## src/rtl/alu_exec_stage.sv

```systemverilog
// alu_exec_stage: execute-stage ALU behind a valid/ready input port.
// Each accepted operation is computed combinationally and registered into a
// 2-entry skid buffer (main + skid) that feeds a valid/ready result port.
// Also keeps a saturating completed-transfer counter and a sticky flag that
// records any accepted unrecognised control code.
module alu_exec_stage #(
    parameter int XLEN = 32,
    parameter int TAGW = 5,
    parameter int CNTW = 32
) (
    input  logic            clk,
    input  logic            rst,
    input  logic            in_valid,
    output logic            in_ready,
    input  logic [2:0]      in_ctrl,
    input  logic [XLEN-1:0] in_a,
    input  logic [XLEN-1:0] in_b,
    input  logic [TAGW-1:0] in_tag,
    output logic            out_valid,
    input  logic            out_ready,
    output logic [XLEN-1:0] out_result,
    output logic            out_zero,
    output logic            out_illegal,
    output logic [TAGW-1:0] out_tag,
    output logic [CNTW-1:0] op_count,
    output logic            err_sticky,
    input  logic            err_clear
);

    // ALU control codes as emitted by the core's ALU decoder.
    localparam logic [2:0] ALU_AND = 3'b000;
    localparam logic [2:0] ALU_OR  = 3'b001;
    localparam logic [2:0] ALU_ADD = 3'b010;
    localparam logic [2:0] ALU_SUB = 3'b110;
    localparam logic [2:0] ALU_SLT = 3'b111;

    // Buffer entry state: main drives the outputs, skid catches one extra result.
    logic            main_valid_reg, main_valid_next;
    logic [XLEN-1:0] main_result_reg, main_result_next;
    logic            main_zero_reg, main_zero_next;
    logic            main_illegal_reg, main_illegal_next;
    logic [TAGW-1:0] main_tag_reg, main_tag_next;

    logic            skid_valid_reg, skid_valid_next;
    logic [XLEN-1:0] skid_result_reg, skid_result_next;
    logic            skid_zero_reg, skid_zero_next;
    logic            skid_illegal_reg, skid_illegal_next;
    logic [TAGW-1:0] skid_tag_reg, skid_tag_next;

    logic            in_ready_reg;
    logic [CNTW-1:0] op_count_reg;
    logic            err_sticky_reg;

    logic            in_fire;
    logic            out_fire;
    logic [XLEN-1:0] alu_result;
    logic            alu_illegal;
    logic            alu_zero;

    assign in_fire  = in_valid & in_ready_reg;
    assign out_fire = main_valid_reg & out_ready;

    // ALU datapath: decode the control code and compute the raw result.
    always_comb begin
        alu_result  = '0;
        alu_illegal = 1'b0;
        case (in_ctrl)
            ALU_ADD: alu_result = in_a + in_b;
            ALU_SUB: alu_result = in_a - in_b;
            ALU_SLT: alu_result = {{(XLEN-1){1'b0}}, ($signed(in_a) < $signed(in_b))};
            ALU_OR:  alu_result = in_a | in_b;
            ALU_AND: alu_result = in_a & in_b;
            default: alu_illegal = 1'b1;
        endcase
    end

    // Zero flag is captured with the result so the output never recomputes it.
    assign alu_zero = (alu_result == '0);

    // Skid-buffer next-state: keep FIFO order, refill main from skid first.
    always_comb begin
        main_valid_next   = main_valid_reg;
        main_result_next  = main_result_reg;
        main_zero_next    = main_zero_reg;
        main_illegal_next = main_illegal_reg;
        main_tag_next     = main_tag_reg;
        skid_valid_next   = skid_valid_reg;
        skid_result_next  = skid_result_reg;
        skid_zero_next    = skid_zero_reg;
        skid_illegal_next = skid_illegal_reg;
        skid_tag_next     = skid_tag_reg;

        if (!main_valid_reg || out_fire) begin
            if (skid_valid_reg) begin
                // Skid is older than anything arriving now (in_ready is low).
                main_valid_next   = 1'b1;
                main_result_next  = skid_result_reg;
                main_zero_next    = skid_zero_reg;
                main_illegal_next = skid_illegal_reg;
                main_tag_next     = skid_tag_reg;
                skid_valid_next   = 1'b0;
            end else if (in_fire) begin
                main_valid_next   = 1'b1;
                main_result_next  = alu_result;
                main_zero_next    = alu_zero;
                main_illegal_next = alu_illegal;
                main_tag_next     = in_tag;
            end else begin
                // Payload fields hold their last value while empty.
                main_valid_next = 1'b0;
            end
        end else if (in_fire) begin
            // Main is stalled: park the new result in the skid entry.
            skid_valid_next   = 1'b1;
            skid_result_next  = alu_result;
            skid_zero_next    = alu_zero;
            skid_illegal_next = alu_illegal;
            skid_tag_next     = in_tag;
        end
    end

    // Buffer registers; reset discards both entries.
    always_ff @(posedge clk or posedge rst) begin
        if (rst) begin
            main_valid_reg   <= 1'b0;
            main_result_reg  <= '0;
            main_zero_reg    <= 1'b0;
            main_illegal_reg <= 1'b0;
            main_tag_reg     <= '0;
            skid_valid_reg   <= 1'b0;
            skid_result_reg  <= '0;
            skid_zero_reg    <= 1'b0;
            skid_illegal_reg <= 1'b0;
            skid_tag_reg     <= '0;
            in_ready_reg     <= 1'b1;
        end else begin
            main_valid_reg   <= main_valid_next;
            main_result_reg  <= main_result_next;
            main_zero_reg    <= main_zero_next;
            main_illegal_reg <= main_illegal_next;
            main_tag_reg     <= main_tag_next;
            skid_valid_reg   <= skid_valid_next;
            skid_result_reg  <= skid_result_next;
            skid_zero_reg    <= skid_zero_next;
            skid_illegal_reg <= skid_illegal_next;
            skid_tag_reg     <= skid_tag_next;
            in_ready_reg     <= ~skid_valid_next;
        end
    end

    // Completed-transfer counter, saturating at all-ones.
    always_ff @(posedge clk or posedge rst) begin
        if (rst) begin
            op_count_reg <= '0;
        end else if (out_fire && (op_count_reg != {CNTW{1'b1}})) begin
            op_count_reg <= op_count_reg + CNTW'(1);
        end
    end

    // Sticky illegal-code flag; a new illegal acceptance beats a clear.
    always_ff @(posedge clk or posedge rst) begin
        if (rst) begin
            err_sticky_reg <= 1'b0;
        end else if (in_fire && alu_illegal) begin
            err_sticky_reg <= 1'b1;
        end else if (err_clear) begin
            err_sticky_reg <= 1'b0;
        end
    end

    assign in_ready    = in_ready_reg;
    assign out_valid   = main_valid_reg;
    assign out_result  = main_result_reg;
    assign out_zero    = main_zero_reg;
    assign out_illegal = main_illegal_reg;
    assign out_tag     = main_tag_reg;
    assign op_count    = op_count_reg;
    assign err_sticky  = err_sticky_reg;

endmodule
```

## config.mk

```make
export PLATFORM = sky130hd
export DESIGN_NAME = alu_exec_stage
export DESIGN_NICKNAME = d
export VERILOG_FILES = /design/src/rtl/alu_exec_stage.sv
export SDC_FILE = /design/constraint.sdc
export NUM_CORES = 1
export LEC_CHECK = 0
export ABC_AREA = 1
export CORE_MARGIN = 4
export CORE_UTILIZATION = 24
export CTS_CLUSTER_SIZE = 30
export DETAILED_ROUTE_END_ITERATION = 7
export SLEW_MARGIN = 20
export SYNTH_ARGS = -nofsm -noshare
export SYNTH_HDL_FRONTEND = slang
export SYNTH_SLANG_ARGS = --single-unit
```

## constraint.sdc

```tcl
create_clock -name clk -period 4.7 [get_ports clk]
set_clock_uncertainty 0.2 [all_clocks]
set_input_delay 0.47 -clock clk [delete_from_list [all_inputs] [get_ports clk]]
set_output_delay 0.47 -clock clk [all_outputs]
set_load 0.005 [all_outputs]
```

==> metrics.cfg, run 1 <==
[synth]
yosys_warnings = 0
syn_nets = 2088
netlist_area_sq_um = 11470
synth_cells = 1906
syn_avg_cell_area_sq_um = 6.017
synth.distinct_cells = 40
yosysSeqAreaShare = 0.2489
synth-edff-count = 0
ys_seq_elements = 114
yosysTopAreaCellShare = 0.2466
synthArstFlopShare = 1.000
synth_top_area_cell = dfrtp_1
ys_top_cells_by_area = dfrtp_1 25%, nand2_1 20%, ha_1 11%, inv_1 11%, nand3_1 6.2%
synth_ff_type = dfrtp_1

[sta]
min_period_ns = 3.569
worst_slack_ns = 1.131
min_period_over_period = 0.7594
fin_setup_tns_ns = 0
slew_violations = 0
max_slew_margin = 0.4520
rsz0062_at_grt = no
tightest_slew_ns = 0.8212
setup_viol = 0
fmax_ghz = 0.2802
hold_violations = 0

[grt]
grt_overflow_total = 0
grt_pass1_vias = 11740
grt.total_usage = 0.1570
grt_max_degree = 58
antenna_found_initial = 1
grt_pass1_wl_um = 63590

[power]
ir_worst_vdd_uv = 221.8
p_per_area_nw_per_um2 = 288.1
power.leakage_nw = 7.507
fin_total_pwr_w = 0.004055

[run_status]
run_status = finished, final reports clean

[critical_path]
rrSetupSlack_ns = 2.00
startpoint_type = primary input
r2r_cells = 6
end_kind = register
crit_type = in -> reg
crit_fanout = 5
worstPathArrival_ns = 3.70
r2r_start = skid_valid_reg$_DFF_PP0_
reg2reg_to = out_result[8]$_DFFE_PP0P_
worstPathRequired_ns = 4.83

[placed_design]
gp_congestion = 0.9997
place_area_sq_um = 13540
numPortBuffers = 150
place_ws_ns = 0.7213
dp_hpwl_um = 34320

[clock_tree]
htreeDepth = 4
insertion_delay_ns = 0.40
clk_pin_slew_ns = 0.05
clkSinkCount = 114
cts_made_buffers = 17
cts_tree = built
post_cts_buffers = 0
cts_resized = 0
cts_hold_buf = 0
cts_buffer_depth = 2
cts-root-buf = clkbuf_16

[hold_path]
hold_depth = 2
hold-path-endpoint = skid_tag_reg[0]$_DFFE_PP0P_
worstHoldStart = skid_tag_reg[0]$_DFFE_PP0P_
hold_path.class = reg -> reg

[floorplanning]
boundaryPins = 151
start_util = 0.2448
chipHeight_um = 226.6
core_sq_um = 46850
rows = 79
die_w_um = 226.6
dieArea_sq_um = 51350

[finish]
drive_above_1_share = 0.05066
regArea_sq_um = 2854
layout.nets = 2204
syn2layout_area_growth_pct = 22.72
layout_common_cells = 614 x nand2_1, 331 x inv_1, 157 x nor2_1
final_common_cell = nand2_1
fin_area_sq_um = 14070
fillers = 5277
n_antenna_cell = 0
final_util = 0.3004
multi_input_area_sq_um = 6943

[route]
first_pass_iters = 6
drt_wl_total_um = 40940
post-route-drc-count = 0
wire_per_inst_um = 15.51
vias = 12120
drtAntennaViolNets = 0
vias_per_cell = 4.590
drt_iter0_markers = 911

[flow_run]
max_cap_violations = 0

routing by layer:
metal,GRT usage,share of wire,wire [um]
met1,0.2125,0.46,18810
met2,0.2610,0.45,18620
met4,0.03908,0.021,853
met3,0.02732,0.065,2652
met5,0,0.00032,13
critical path, cell delays in order:
cell and delay [ns]:
clkdlybuf4s50_1 0.57, ha_1 0.37, inv_1 0.12, fa_1 0.37
inv_1 0.13, nand3_1 0.11, nand3_1 0.19, nand2_1 0.07
nand2_1 0.15, nand3_1 0.14, nand2_1 0.09, nand2_1 0.05
nand3_1 0.08, nand3b_1 0.20, nor2_1 0.16, nand2_1 0.06
nor2_1 0.10, nand3_1 0.10, nand2_1 0.07, nand2_1 0.06
nand2_1 0.05
synthesized netlist by cell type (3+ instances only):
| cell | count |
|---|---|
| nor2_2 | 5 |
| o21ai_1 | 11 |
| o21ai_0 | 76 |
| inv_1 | 332 |
| nand3_1 | 143 |
| nor2_1 | 158 |
| a21oi_1 | 82 |
| inv_2 | 40 |
| nand2_2 | 6 |
| dfrtp_1 | 113 |
| nand4_1 | 21 |
| and2_1 | 5 |
| nor3_1 | 27 |
| buf_1 | 5 |
| nand2_1 | 615 |
| clkinv_1 | 3 |
| o21bai_1 | 6 |
| nand3b_1 | 10 |
| o22ai_1 | 31 |
| buf_2 | 26 |
| xnor2_1 | 10 |
| xor2_1 | 18 |
| a31oi_1 | 7 |
| clkbuf_1 | 32 |
| ha_1 | 103 |
kinds of logic (layout without fill, tap and decap cells):
kind of cell,after synthesis,after routing,share of synthesized area
buffers and inverters,438,565,0.1462
adders and majority gates,105,105,0.1159
and+or+nand+nor,1004,1004,0.3664
DFF,114,114,0.2489
xor gates and xnor gates,28,28,0.02138
AOI/OAI and AO/OA,217,217,0.1014
power by group:
part	internal (W)	switching, W
Clock	0.000731	0.000411
Sequential	0.00122	0.000139
Combinational	0.000626	0.000933
how the worst max path moves through the flow:
stage                     slack [ns]  depth (start not counted)  startpoint                endpoint
after floorplan                 1.02                          1         rst  err_sticky$_DFFE_PP0P_
after global placement          0.68                         21     in_b[0]    out_zero$_DFFE_PP0P_
after detailed placement        0.72                         21     in_b[0]    out_zero$_DFFE_PP0P_
after CTS                       1.13                         21     in_b[0]    out_zero$_DFFE_PP0P_
after global routing            0.82                         21     in_b[0]    out_zero$_DFFE_PP0P_
final                           1.13                         21     in_b[0]    out_zero$_DFFE_PP0P_
through the flow:
| step | cells | hold WS [ns] |
|---|---|---|
| after floorplan | 1906 | 0.2417 |
| after global placement | 2610 | 0.2529 |
| after detailed placement | 2610 | 0.2580 |
| after CTS | 2640 | 0.2711 |
| after global routing | 2640 | 0.2900 |
| final | 2640 | 0.2716 |
final cells by class:
| type | count | share of cell area |
|---|---|---|
| Clock buffer | 24 | 0.03565 |
| Tap cell | 607 | 0.05396 |
| Sequential cell | 114 | 0.2028 |
| Multi-Input combinational cell | 1354 | 0.4933 |
| Inverter | 375 | 0.1002 |
| Timing Repair Buffer | 160 | 0.1120 |
| Clock inverter | 6 | 0.002134 |
Note: power is estimated with default switching activity, not from simulation.
==> run 2, diff against run 1 <==
Clock period 4.7 ns to 3.5 ns, I/O delays scaled along.
==> run 2 against run 1 <==
  * Non-clock buffer count up 158
  * Global-route usage up 0.52 points
  * Die area unchanged
  * Highest routed layer is now met4
  * Sequential cell count unchanged
  * Count of clock-buffer cells in the layout down 2
  * Critical path depth unchanged
  * First-iteration DRC count up 16%
  * Utilization up 3.0 points
  * Worst hold slack worse by 0.24 ns
==> metrics.cfg, run 2 (same netlist as run 1, synthesis figures left out) <==
[sta]
worst_slack_ns = 0.2615  ; -0.8694 ns
tightest_slew_ns = 0.8835  ; +0.06234 ns
slew_violations = 0  ; unchanged
setup_viol = 0  ; unchanged
min_period_ns = 3.238
max_slew_margin = 0.4104  ; -0.04160
rsz0062_at_grt = no
hold_violations = 0  ; unchanged
fmax_ghz = 0.3088
min_period_over_period = 0.9253

[placed_design]
gp_congestion = 0.9523  ; -4.7%
place_ws_ns = -0.2363  ; -0.9576 ns
dp_hpwl_um = 35520  ; +3.5%
place_area_sq_um = 14780  ; +9.1%
numPortBuffers = 150  ; unchanged

[grt]
grt_overflow_total = 0  ; unchanged
grt_pass1_vias = 12120  ; +3.3%
antenna_found_initial = 1  ; unchanged
grt_max_degree = 58  ; unchanged
grt.total_usage = 0.1622  ; +0.005246
grt_pass1_wl_um = 65950  ; +3.7%

[floorplanning]
rows = 79  ; unchanged
core_sq_um = 46850  ; unchanged
start_util = 0.2448  ; unchanged
chipHeight_um = 226.6  ; unchanged
boundaryPins = 151  ; unchanged
dieArea_sq_um = 51350  ; unchanged
die_w_um = 226.6  ; unchanged

[clock_tree]
cts_buffer_depth = 2  ; unchanged
insertion_delay_ns = 0.40  ; about the same
clk_pin_slew_ns = 0.05  ; about the same
clkSinkCount = 114  ; unchanged
cts_tree = built
htreeDepth = 4  ; unchanged
cts_made_buffers = 17  ; unchanged
post_cts_buffers = 0  ; unchanged
cts-root-buf = clkbuf_16

[critical_path]
worstPathRequired_ns = 3.64  ; -1.19 ns
rrSetupSlack_ns = 0.82  ; -1.18 ns
r2r_start = op_count[0]$_DFFE_PP0P_
worstSetupEndpoint = out_zero$_DFFE_PP0P_
crit_type = in -> reg
end_kind = register
crit_fanout = 6  ; +1
r2r_cells = 17  ; +11
reg2reg_to = op_count[31]$_DFFE_PP0P_
crit_start = in_b[11]
startpoint_type = primary input
worstPathArrival_ns = 3.38  ; -0.32 ns

[power]
pwr-share-seq = 0.294  ; -0.040
p_switching_w = 0.002064  ; +39%
clkPwrFrac = 0.327  ; +0.045
ir_worst_vdd_uv = 350.3  ; +58%
internal_power_w = 0.004097  ; +59%
power.leakage_nw = 8.352  ; +11%
p_per_area_nw_per_um2 = 398.1  ; +38%
switching_share = 0.3350  ; -0.03073
comb_power_share = 0.379  ; -0.005

[route]
drt_iter0_markers = 1054  ; +16%
first_pass_iters = 5  ; -1
vias_per_cell = 4.539  ; -1.1%
wire_per_inst_um = 15.17  ; -2.2%
post-route-drc-count = 0  ; unchanged
drt_wl_total_um = 42480  ; +3.8%
drtAntennaViolNets = 0  ; unchanged
vias = 12710  ; +4.9%

[run_status]
run_status = finished, final reports clean

[flow_run]
max_cap_violations = 0  ; unchanged

[finish]
drive_above_1_share = 0.1204  ; +0.06972
layout.nets = 2362  ; +7.2%
final_common_cell = nand2_1
fillers = 5149  ; -2.4%
layout_common_cells = 613 x nand2_1, 331 x inv_1, 164 x buf_4
fin_area_sq_um = 15480  ; +10%
n_antenna_cell = 0  ; unchanged
syn2layout_area_growth_pct = 34.95
final_util = 0.3303  ; +0.02994

[hold_path]
hold_path.class = in -> async

==> run 2: cell count changes in the layout (fill, tap and decap cells not counted), sizes merged <==
cell	previous run	this run
clkinvlp	0	2
bufinv	0	7
clkinv	9	5
clkbuf	24	22
inv	372	371
buf	10	168
==> run 2: layout make-up <==
class / instances / area (sq um) / share of cell area
multi-input cells: 1354 / 6948 / 0.4489
clock buffers: 22 / 464.2 / 0.02999
flip-flops and latches: 114 / 2854 / 0.1844
inverters: 375 / 1411 / 0.09119
well taps: 607 / 759.5 / 0.04907
repair buffers: 318 / 2813 / 0.1817
clock inverters: 10 / 227.7 / 0.01471
==> run 2: worst max-delay path, cell delays in order <==
cell and delay (ns):
clkdlybuf4s50_1 0.50, inv_1 0.07, ha_1 0.37, buf_4 0.18, nor2_1 0.26, nand2_1 0.17, nor2_1 0.18, nand2_1 0.10
nand2_1 0.12, nand2_1 0.08, nand2_1 0.06, nand2_1 0.08, nand3_1 0.10, nand2_1 0.11, nor2_1 0.10, nand3_1 0.12
nor2_2 0.14, nand3_1 0.12, nand2_1 0.07, nand2_1 0.05, nand2_1 0.05
==> run 2: routing by layer <==
metal  part of all wire  track usage  wire [um]
met5                  0            0          0
met4              0.021      0.04046        890
met3              0.057      0.01696       2401
met2               0.46       0.2690      19340
met1               0.47       0.2271      19850
==> run 2: worst min-delay path by stage <==
stage                                        endpoint  slack (ns)  depth (start not counted)                   startpoint
after floorplan           skid_tag_reg[0]$_DFFE_PP0P_        0.24                          2  skid_tag_reg[0]$_DFFE_PP0P_
after global placement    skid_tag_reg[2]$_DFFE_PP0P_        0.25                          2  skid_tag_reg[2]$_DFFE_PP0P_
after detailed placement  skid_tag_reg[2]$_DFFE_PP0P_        0.26                          2  skid_tag_reg[2]$_DFFE_PP0P_
after CTS                     op_count[2]$_DFFE_PP0P_        0.02                          2                          rst
after global routing          op_count[5]$_DFFE_PP0P_        0.04                          2                          rst
final                         op_count[2]$_DFFE_PP0P_        0.03                          2                          rst
==> run 2: stage by stage <==
stage / total power, W / std cells / TNS, ns / hold WS, ns
after floorplan: 0.002959 / 1906 / 0 / 0.2417
after CTS: 0.006222 / 2800 / 0 / 0.01919
after global routing: 0.006561 / 2800 / 0 / 0.03970
after global placement: 0.004128 / 2768 / -0.3626 / 0.2526
after detailed placement: 0.004170 / 2768 / -0.4558 / 0.2581
final: 0.006161 / 2800 / 0 / 0.03261
==> run 2: timing repair <==
item,CTS,global route
hold buffers,0,0
resized for setup,0,2
setup endpoints to repair,0,2
==> run 2: power by group through the flow <==
stage	clock (W)	combinational, W	sequential (W)
final	0.00202	0.00233	0.00181
after global routing	0.00212	0.00259	0.00185
after CTS	0.00206	0.00234	0.00182
after detailed placement	0	0.00234	0.00183
after global placement	0	0.00231	0.00182
after floorplan	0	0.00115	0.00181
